===== config.mk =====
export PLATFORM = sky130hd
export DESIGN_NAME = byte_mem_unit
export DESIGN_NICKNAME = d
export VERILOG_FILES = /design/src/rtl/mem_pkg.sv /design/src/rtl/byte_mem_unit_ram.sv /design/src/rtl/byte_mem_unit.sv
export SDC_FILE = /design/constraint.sdc
export NUM_CORES = 2
export LEC_CHECK = 0
export BUFFER_PORTS_ARGS = -buffer_cell sky130_fd_sc_hd__clkbuf_2
export CORE_UTILIZATION = 42
export DETAILED_ROUTE_END_ITERATION = 12
export PLACE_DENSITY = 0.59
export SLEW_MARGIN = 5
export SYNTH_ARGS = -nofsm -noshare
export SYNTH_HDL_FRONTEND = slang
export SYNTH_SLANG_ARGS = --single-unit

===== constraint.sdc =====
create_clock -name clk -period 18.3 [get_ports clk]
set_input_delay 1.83 -clock clk [delete_from_list [all_inputs] [get_ports clk]]
set_output_delay 1.83 -clock clk [all_outputs]
set_load 0.01 [all_outputs]

===== src/rtl/mem_pkg.sv =====
// Shared types and constants for the byte-addressed memory unit.
package mem_pkg;

   localparam int LAT_W         = 4;
   localparam int DEF_ADDR_W    = 8;
   localparam int DEF_INS_BYTES = 2;

   typedef enum logic [1:0] {
      S_INIT = 2'd0,
      S_IDLE = 2'd1,
      S_WAIT = 2'd2
   } state_t;

   function automatic int ins_width(input int ins_bytes);
      return ins_bytes * 8;
   endfunction

endpackage


===== src/rtl/byte_mem_unit_ram.sv =====
// 2**ADDR_W x 8 storage with TAPS asynchronous read taps and one synchronous write port.
module byte_ram_nr1w #(
   parameter int ADDR_W = 8,
   parameter int TAPS   = 3
) (
   input  logic              clk,
   input  logic              we,
   input  logic [ADDR_W-1:0] waddr,
   input  logic [7:0]        wdata,
   input  logic [ADDR_W-1:0] raddr [TAPS],
   output logic [7:0]        rdata [TAPS]
);

   logic [7:0] mem [2**ADDR_W];

   always_ff @(posedge clk) begin
      if (we) mem[waddr] <= wdata;
   end

   // Reads see the pre-edge contents, giving read-before-write at the top level.
   always_comb begin
      for (int i = 0; i < TAPS; i++) rdata[i] = mem[raddr[i]];
   end

endmodule


===== src/rtl/byte_mem_unit.sv =====
// Byte memory unit: big-endian fetch port plus req/ack data port with programmable
// wait states, and an optional zeroing sweep of the array after reset.
//
//   state  | meaning
//   INIT   | clear sweep, one byte per cycle; data and fetch ports closed
//   IDLE   | data port ready, fetch port open
//   WAIT   | latency count-down; d_ack when the counter reaches zero
module byte_mem_unit
   import mem_pkg::*;
#(
   parameter int ADDR_W         = DEF_ADDR_W,
   parameter int DATA_W         = 8,
   parameter int INS_BYTES      = DEF_INS_BYTES,
   parameter int LATENCY        = 1,
   parameter bit CLEAR_ON_RESET = 1'b1
) (
   input  logic                               clk,
   input  logic                               rst,
   output logic                               init_done,
   input  logic                               if_req,
   input  logic [ADDR_W-1:0]                  if_addr,
   output logic [ins_width(INS_BYTES)-1:0]    if_ins,
   output logic                               if_valid,
   input  logic                               d_req,
   input  logic                               d_we,
   input  logic [ADDR_W-1:0]                  d_addr,
   input  logic [DATA_W-1:0]                  d_wdata,
   output logic                               d_ready,
   output logic [DATA_W-1:0]                  d_rdata,
   output logic                               d_ack
);

   localparam int INS_W = ins_width(INS_BYTES);
   localparam int TAPS  = INS_BYTES + 1;
   localparam logic [LAT_W-1:0] LAT_LOAD = LAT_W'(LATENCY - 1);

   if (DATA_W != 8) begin : g_bad_data_w
      $error("byte_mem_unit: DATA_W must be 8");
   end
   if (LATENCY < 1 || LATENCY > 15) begin : g_bad_latency
      $error("byte_mem_unit: LATENCY must be 1..15");
   end

   state_t            state, state_nx;
   logic [LAT_W-1:0]  lat, lat_nx;
   logic [ADDR_W-1:0] clr, clr_nx;
   logic              ram_we;
   logic [ADDR_W-1:0] ram_waddr;
   logic [7:0]        ram_wdata;
   logic [ADDR_W-1:0] raddr [TAPS];
   logic [7:0]        rdata [TAPS];
   logic              accept;
   logic              fetch;
   logic [INS_W-1:0]  ins_nx;

   byte_ram_nr1w #(
      .ADDR_W (ADDR_W),
      .TAPS   (TAPS)
   ) u_ram (
      .clk   (clk),
      .we    (ram_we),
      .waddr (ram_waddr),
      .wdata (ram_wdata),
      .raddr (raddr),
      .rdata (rdata)
   );

   // Taps 0..INS_BYTES-1 serve the fetch word (wrapping), the last tap serves loads.
   always_comb begin
      for (int i = 0; i < INS_BYTES; i++) raddr[i] = if_addr + ADDR_W'(i);
      raddr[INS_BYTES] = d_addr;
      ins_nx = '0;
      for (int j = 0; j < INS_BYTES; j++) ins_nx[(INS_BYTES-1-j)*8 +: 8] = rdata[j];
   end

   always_comb begin
      state_nx  = state;
      lat_nx    = lat;
      clr_nx    = clr;
      ram_we    = 1'b0;
      ram_waddr = d_addr;
      ram_wdata = d_wdata;
      accept    = 1'b0;
      fetch     = 1'b0;
      d_ack     = 1'b0;
      unique case (state)
         S_INIT: begin
            ram_we    = 1'b1;
            ram_waddr = clr;
            ram_wdata = '0;
            clr_nx    = clr + 1'b1;
            if (clr == '1) state_nx = S_IDLE;
         end
         S_IDLE: begin
            fetch = if_req;
            if (d_req && d_ready) begin
               accept   = 1'b1;
               ram_we   = d_we;
               lat_nx   = LAT_LOAD;
               state_nx = S_WAIT;
            end
         end
         S_WAIT: begin
            fetch = if_req;
            if (lat == '0) begin
               d_ack    = 1'b1;
               state_nx = S_IDLE;
            end else begin
               lat_nx = lat - 1'b1;
            end
         end
         default: state_nx = S_IDLE;
      endcase
      if (rst) ram_we = 1'b0;
   end

   always_ff @(posedge clk) begin
      if (rst) begin
         if (CLEAR_ON_RESET) state <= S_INIT;
         else                state <= S_IDLE;
         lat       <= '0;
         clr       <= '0;
         init_done <= 1'b0;
         if_ins    <= '0;
         if_valid  <= 1'b0;
         d_ready   <= 1'b0;
         d_rdata   <= '0;
      end else begin
         state     <= state_nx;
         lat       <= lat_nx;
         clr       <= clr_nx;
         init_done <= (state_nx != S_INIT);
         d_ready   <= (state_nx == S_IDLE);
         if_valid  <= fetch;
         if (fetch) if_ins <= ins_nx;
         if (accept && !d_we) d_rdata <= rdata[INS_BYTES];
      end
   end

endmodule


### After elaboration in Yosys (flattened, before gate mapping)

Memories as Yosys holds them, arrays and structs flattened. A register that Yosys moved wholly into a read port is not among the register bits.
Cells that the tools add are included.

* add/sub/neg operators: 3
* $mul: 0
* divide/modulo/power cells: 0
* order comparisons: 0
* equality and inequality tests: 6
* shift operators: 0
* mux-type cells: 19
* bitwise logic cells: 0
* reduce and logical (&&, ||, !) cells: 9

Operators with widths (number)
* $add 8x1->8 const B: 2
* $mux 8: 2
* $mux 1: 9
* $eq 8x8->1 const B: 1
* $mux 4: 2
* $pmux 4 s2: 1
* $mux 2: 3
* $pmux 2 s3: 1
* $eq 2x1->1 const B: 2
* $logic_not 4->1: 1
* $ne 2x2->1 const B: 2
* $reduce_bool 2->1: 2
* $sub 4x1->4 const B: 1
* $reduce_and 3->1: 1
* $eq 2x2->1 const B: 1
* $logic_and 1x1->1: 2
* $logic_not 2->1: 1
* $pmux 1 s2: 1
* $reduce_or 2->1: 1
* $logic_not 1->1: 1

* register bits after elaboration: 17
* bits in latches: 0
* RAM bits: 2048
* memory bits (read-only): 0
* bits of input ports: 29
* output and inout bits: 28
* logic and storage cells: 44
* memories kept: 1

Memory list
* u_ram.mem: words 256, bits a word 8, read ports 3, clocked after Yosys merged registers in 3, wr ports 1, line byte_mem_unit_ram.sv:14 `logic [7:0] mem [2**ADDR_W];`

### Logic depth before layout (Yosys ltp)

* depth after elaboration: 6
* gate-level depth with buffers: 14
* mapped depth without buffers: 10

### Hierarchy

Synthesis repeated with hierarchy kept, for this count alone.

* cell total of the unflattened synthesis: 6859
* area, all modules: 115753.5 µm²

Modules (own cells, without submodules)
* byte_ram_nr1w: instances 1, cells an instance 6625, area an instance 113811.7 µm², seq. area each 61499.0 µm²
* byte_mem_unit: instances 1, cells an instance 234, area an instance 1941.9 µm², seq. area each 820.8 µm²

### Worst setup path before layout

No wires, ideal clock.

* path type: input to register
* start: input d_wdata[0]
* end: memory u_ram.mem[0][0] (data pin)
* library setup time: 1.446 ns
* arrival time: 7.975 ns
* required time: 16.854 ns
* slack: 8.879 ns
* stages on the path: 1
* buffers on the path: 0
* cell sequence: nor2b_1

* cells in the longest elaborated chain, start to end: 1

Ends and longest elaborated chain
* start, declared: line byte_mem_unit.sv:27 `input logic [DATA_W-1:0] d_wdata,`
* $mux 8: line byte_mem_unit.sv:86 `unique case (state)`
* end, declared: line byte_mem_unit_ram.sv:14

Every way passes these cells.

==> results.json <==
{
  "status": "completed",
  "final_nets": 5597,
  "worst_slew_pin_slew_ns": 1.458,
  "period_needed_ns": 7.231,
  "crit_fanout": 49,
  "clkPwrFrac_pct": 42.3,
  "power_switching_mw": 2.819,
  "drtAntennaViolNets": 0,
  "endpoint": "d_rdata[1]",
  "r2r_setup_slack_ns": 13.22,
  "pwr-share-comb_pct": 12.0,
  "die_w_um": 521.1,
  "drv_slew": 0,
  "std_cell_rows": 190,
  "end_kind": "flip-flop",
  "clock_skew_ns": 0.08979,
  "peakVddDrop_mv": 0.09088,
  "nFillCells": 21840,
  "synth.distinct_cells": 57,
  "grt_max_degree": 217,
  "synthFlopType": "edfxtp_1",
  "die_area_sq_mm": 0.2716,
  "seq_area_sq_mm": 0.06232,
  "multi_input_area_sq_mm": 0.04871,
  "syn_area_per_cell_sq_um": 20.55,
  "synthesis.instances": 5508,
  "cp-start-kind": "primary input",
  "yosysWarnings": 0,
  "cts_resized": 0,
  "async_flop_share_pct": 0,
  "arrival_ns": 8.01,
  "drtPass1Iterations": 7,
  "clock-sinks": 2089,
  "power_frac_seq_pct": 45.6,
  "drt_iter0_drc": 12150,
  "p_total_mw": 11.34,
  "required_ns": 19.08,
  "synth_seq_cells": 2089,
  "hold_violations": 0,
  "initial_utilization_pct": 42.25,
  "synth_edf_count": 2048,
  "grt_pass1_vias": 65150,
  "startpoint": "d_addr[0]",
  "grt_setup_unrepaired": "false",
  "htreeDepth": 4,
  "antenna_found_initial": 34,
  "fmax_ghz": 0.1383,
  "reg2reg_from": "state[0]",
  "worstRegToRegCells": 8,
  "drv_cap": 0,
  "clockBufferDepth": 3,
  "r2r_end": "u_ram.mem[47][6]",
  "setup_tns_ns": 0,
  "grtUsageTotal_pct": 29.87,
  "syn_area_sq_mm": 0.1132,
  "clkLatencyLatePin_ns": 0.93,
  "final_core_util_pct": 47.04,
  "clk_pin_slew_ns": 0.07,
  "relSlewSlack_pct": 2.444,
  "routedWlPerCell_um": 43.49,
  "vias": 68380,
  "drive_above_1_share_pct": 46.99,
  "place.gp.congestion": 0.9440,
  "grt_pass1_wl_mm": 557.3,
  "dp_hpwl_mm": 265.4,
  "die_h_um": 521.1,
  "core_sq_mm": 0.2679,
  "hp-class": "flip-flop to flip-flop",
  "setup_viol_count_final": 0,
  "synth-seq-area-share_pct": 55.06,
  "p_per_area_mw_per_mm2": 89.99,
  "clock_tree.root_cell": "clkbuf_16",
  "ioPinCount": 57,
  "cts_setup_buffers": 0,
  "cts_buffers": 225,
  "drc": 0,
  "path_class": "primary input to flip-flop",
  "routed_wl_mm": 405.6,
  "via_per_inst": 7.331,
  "p_leak_nw": 38.88,
  "final_cell_mix": "edfxtp_1 (2048), mux4_2 (1935), nor2_1 (282)",
  "cts_tree": "built",
  "hold_buffers": 0,
  "final_common_cell": "edfxtp_1",
  "final.period_utilization_pct": 39.51,
  "gr-total-overflow": 0,
  "p_int_mw": 8.522,
  "syn2layout_area_growth_pct": 11.35,
  "p_sw_share_pct": 24.86,
  "port_buffers": 56,
  "syn-num-nets": 5545
}
==> cell type report <==
class / instances / share of cell area, %
timing repair buffer: 341 / 2.178
sequential: 2089 / 49.45
antenna: 15 / 0.02978
clock inverter: 150 / 1.348
clock buffer: 278 / 4.780
inverter: 15 / 0.04467
multi-input combinational: 2888 / 38.65
tap: 3552 / 3.526
==> per-stage QoR <==
step	worst slack, ns	instance area, sq um	hold slack, ns	cells
detailed placement	9.969	118300	0.5137	8885
global placement	10.01	118200	0.5070	8882
finish	11.07	126000	0.5273	9328
floorplan	8.879	113200	0.4789	5508
global route	10.66	126000	0.5578	9315
CTS	10.93	126000	0.5314	9313
==> worst min-delay path by stage <==
stage,end,startpoint,slack [ns],depth (start not counted)
2_1_floorplan,if_ins[0],if_ins[0],0.48,2
3_3_place_gp,lat[3],lat[3],0.51,2
3_5_place_dp,lat[3],lat[3],0.51,2
4_1_cts,lat[1],lat[1],0.53,2
5_1_grt,lat[1],lat[1],0.56,2
6_report,lat[1],lat[1],0.53,2
==> flip-flops by register name (all words and copies together) (netlist names) <==
register   flops
u_ram.mem   2048
init_done      1
d_ready        1
if_valid       1
if_ins        16
state          2
d_rdata        8
clr            8
lat            4
==> power groups by stage <==
stage               clock, mW  combinational (mW)  sequential [mW]
global placement            0                1.34             5.28
CTS                      4.83                1.35             5.18
global route             5.00                1.39             5.18
finish                   4.80                1.37             5.18
detailed placement          0                1.34             5.28
floorplan                   0               0.880             5.28
==> synthesized netlist by cell type (all sizes together) (3+ instances only) <==
library cell / instances / area share (%)
a2111oi: 13 / 0.10
a211oi: 9 / 0.060
a21oi: 20 / 0.088
a22oi: 11 / 0.073
a31oi: 17 / 0.094
a32oi: 8 / 0.062
and2: 4 / 0.022
and3: 4 / 0.022
buf: 278 / 1.3
clkbuf: 238 / 0.79
dfxtp: 41 / 0.73
edfxtp: 2048 / 54
ha: 8 / 0.088
inv: 15 / 0.050
mux2: 9 / 0.090
mux2i: 38 / 0.34
mux4: 1935 / 39
nand2: 268 / 0.89
nand2b: 3 / 0.017
nand3: 73 / 0.33
nand4: 21 / 0.12
nor2: 301 / 1.0
nor2b: 24 / 0.13
nor3: 22 / 0.097
nor4: 5 / 0.028
o2111ai: 7 / 0.054
o211ai: 9 / 0.060
o21ai: 21 / 0.093
o311ai: 4 / 0.031
o32ai: 5 / 0.039
or2: 3 / 0.017
or3: 5 / 0.028
xnor2: 10 / 0.077
xor2: 6 / 0.046
==> routing by layer <==
layer	vias to the layer above	GRT usage, %	part of all wire, %	routed length [um]
met1	37280	41.65	37	150900
met4	16	12.15	4.7	19150
li1	24860	-	-	-
met2	5433	44.29	45	183300
met5	-	0	0.061	248
met3	791	8.507	13	52010
==> worst max-delay path: stages <==
cell and delay, ns:
buf_8 0.37, buf_4 0.72, buf_4 0.71, buf_4 0.76, buf_4 0.77, mux4_2 0.63, mux4_2 0.62, mux4_2 0.49
o21ai_0 0.54, o211ai_1 0.17
==> logic make-up (layout without fill, tap and decap cells) <==
kind of cell / count (synthesis) / after routing / share of synthesized area [%]
multiplexers: 1982 / 1982 / 38.93
AND/OR/NAND/NOR: 735 / 735 / 2.706
adder cells (fa/ha/maj): 8 / 8 / 0.08843
XOR/XNOR: 16 / 16 / 0.1238
flip-flops: 2089 / 2089 / 55.06
other: 0 / 15 / 0
buffers and inverters: 531 / 784 / 2.169
AO/OA/AOI/OAI: 147 / 147 / 0.9296
(Power assumes the default switching activity.)
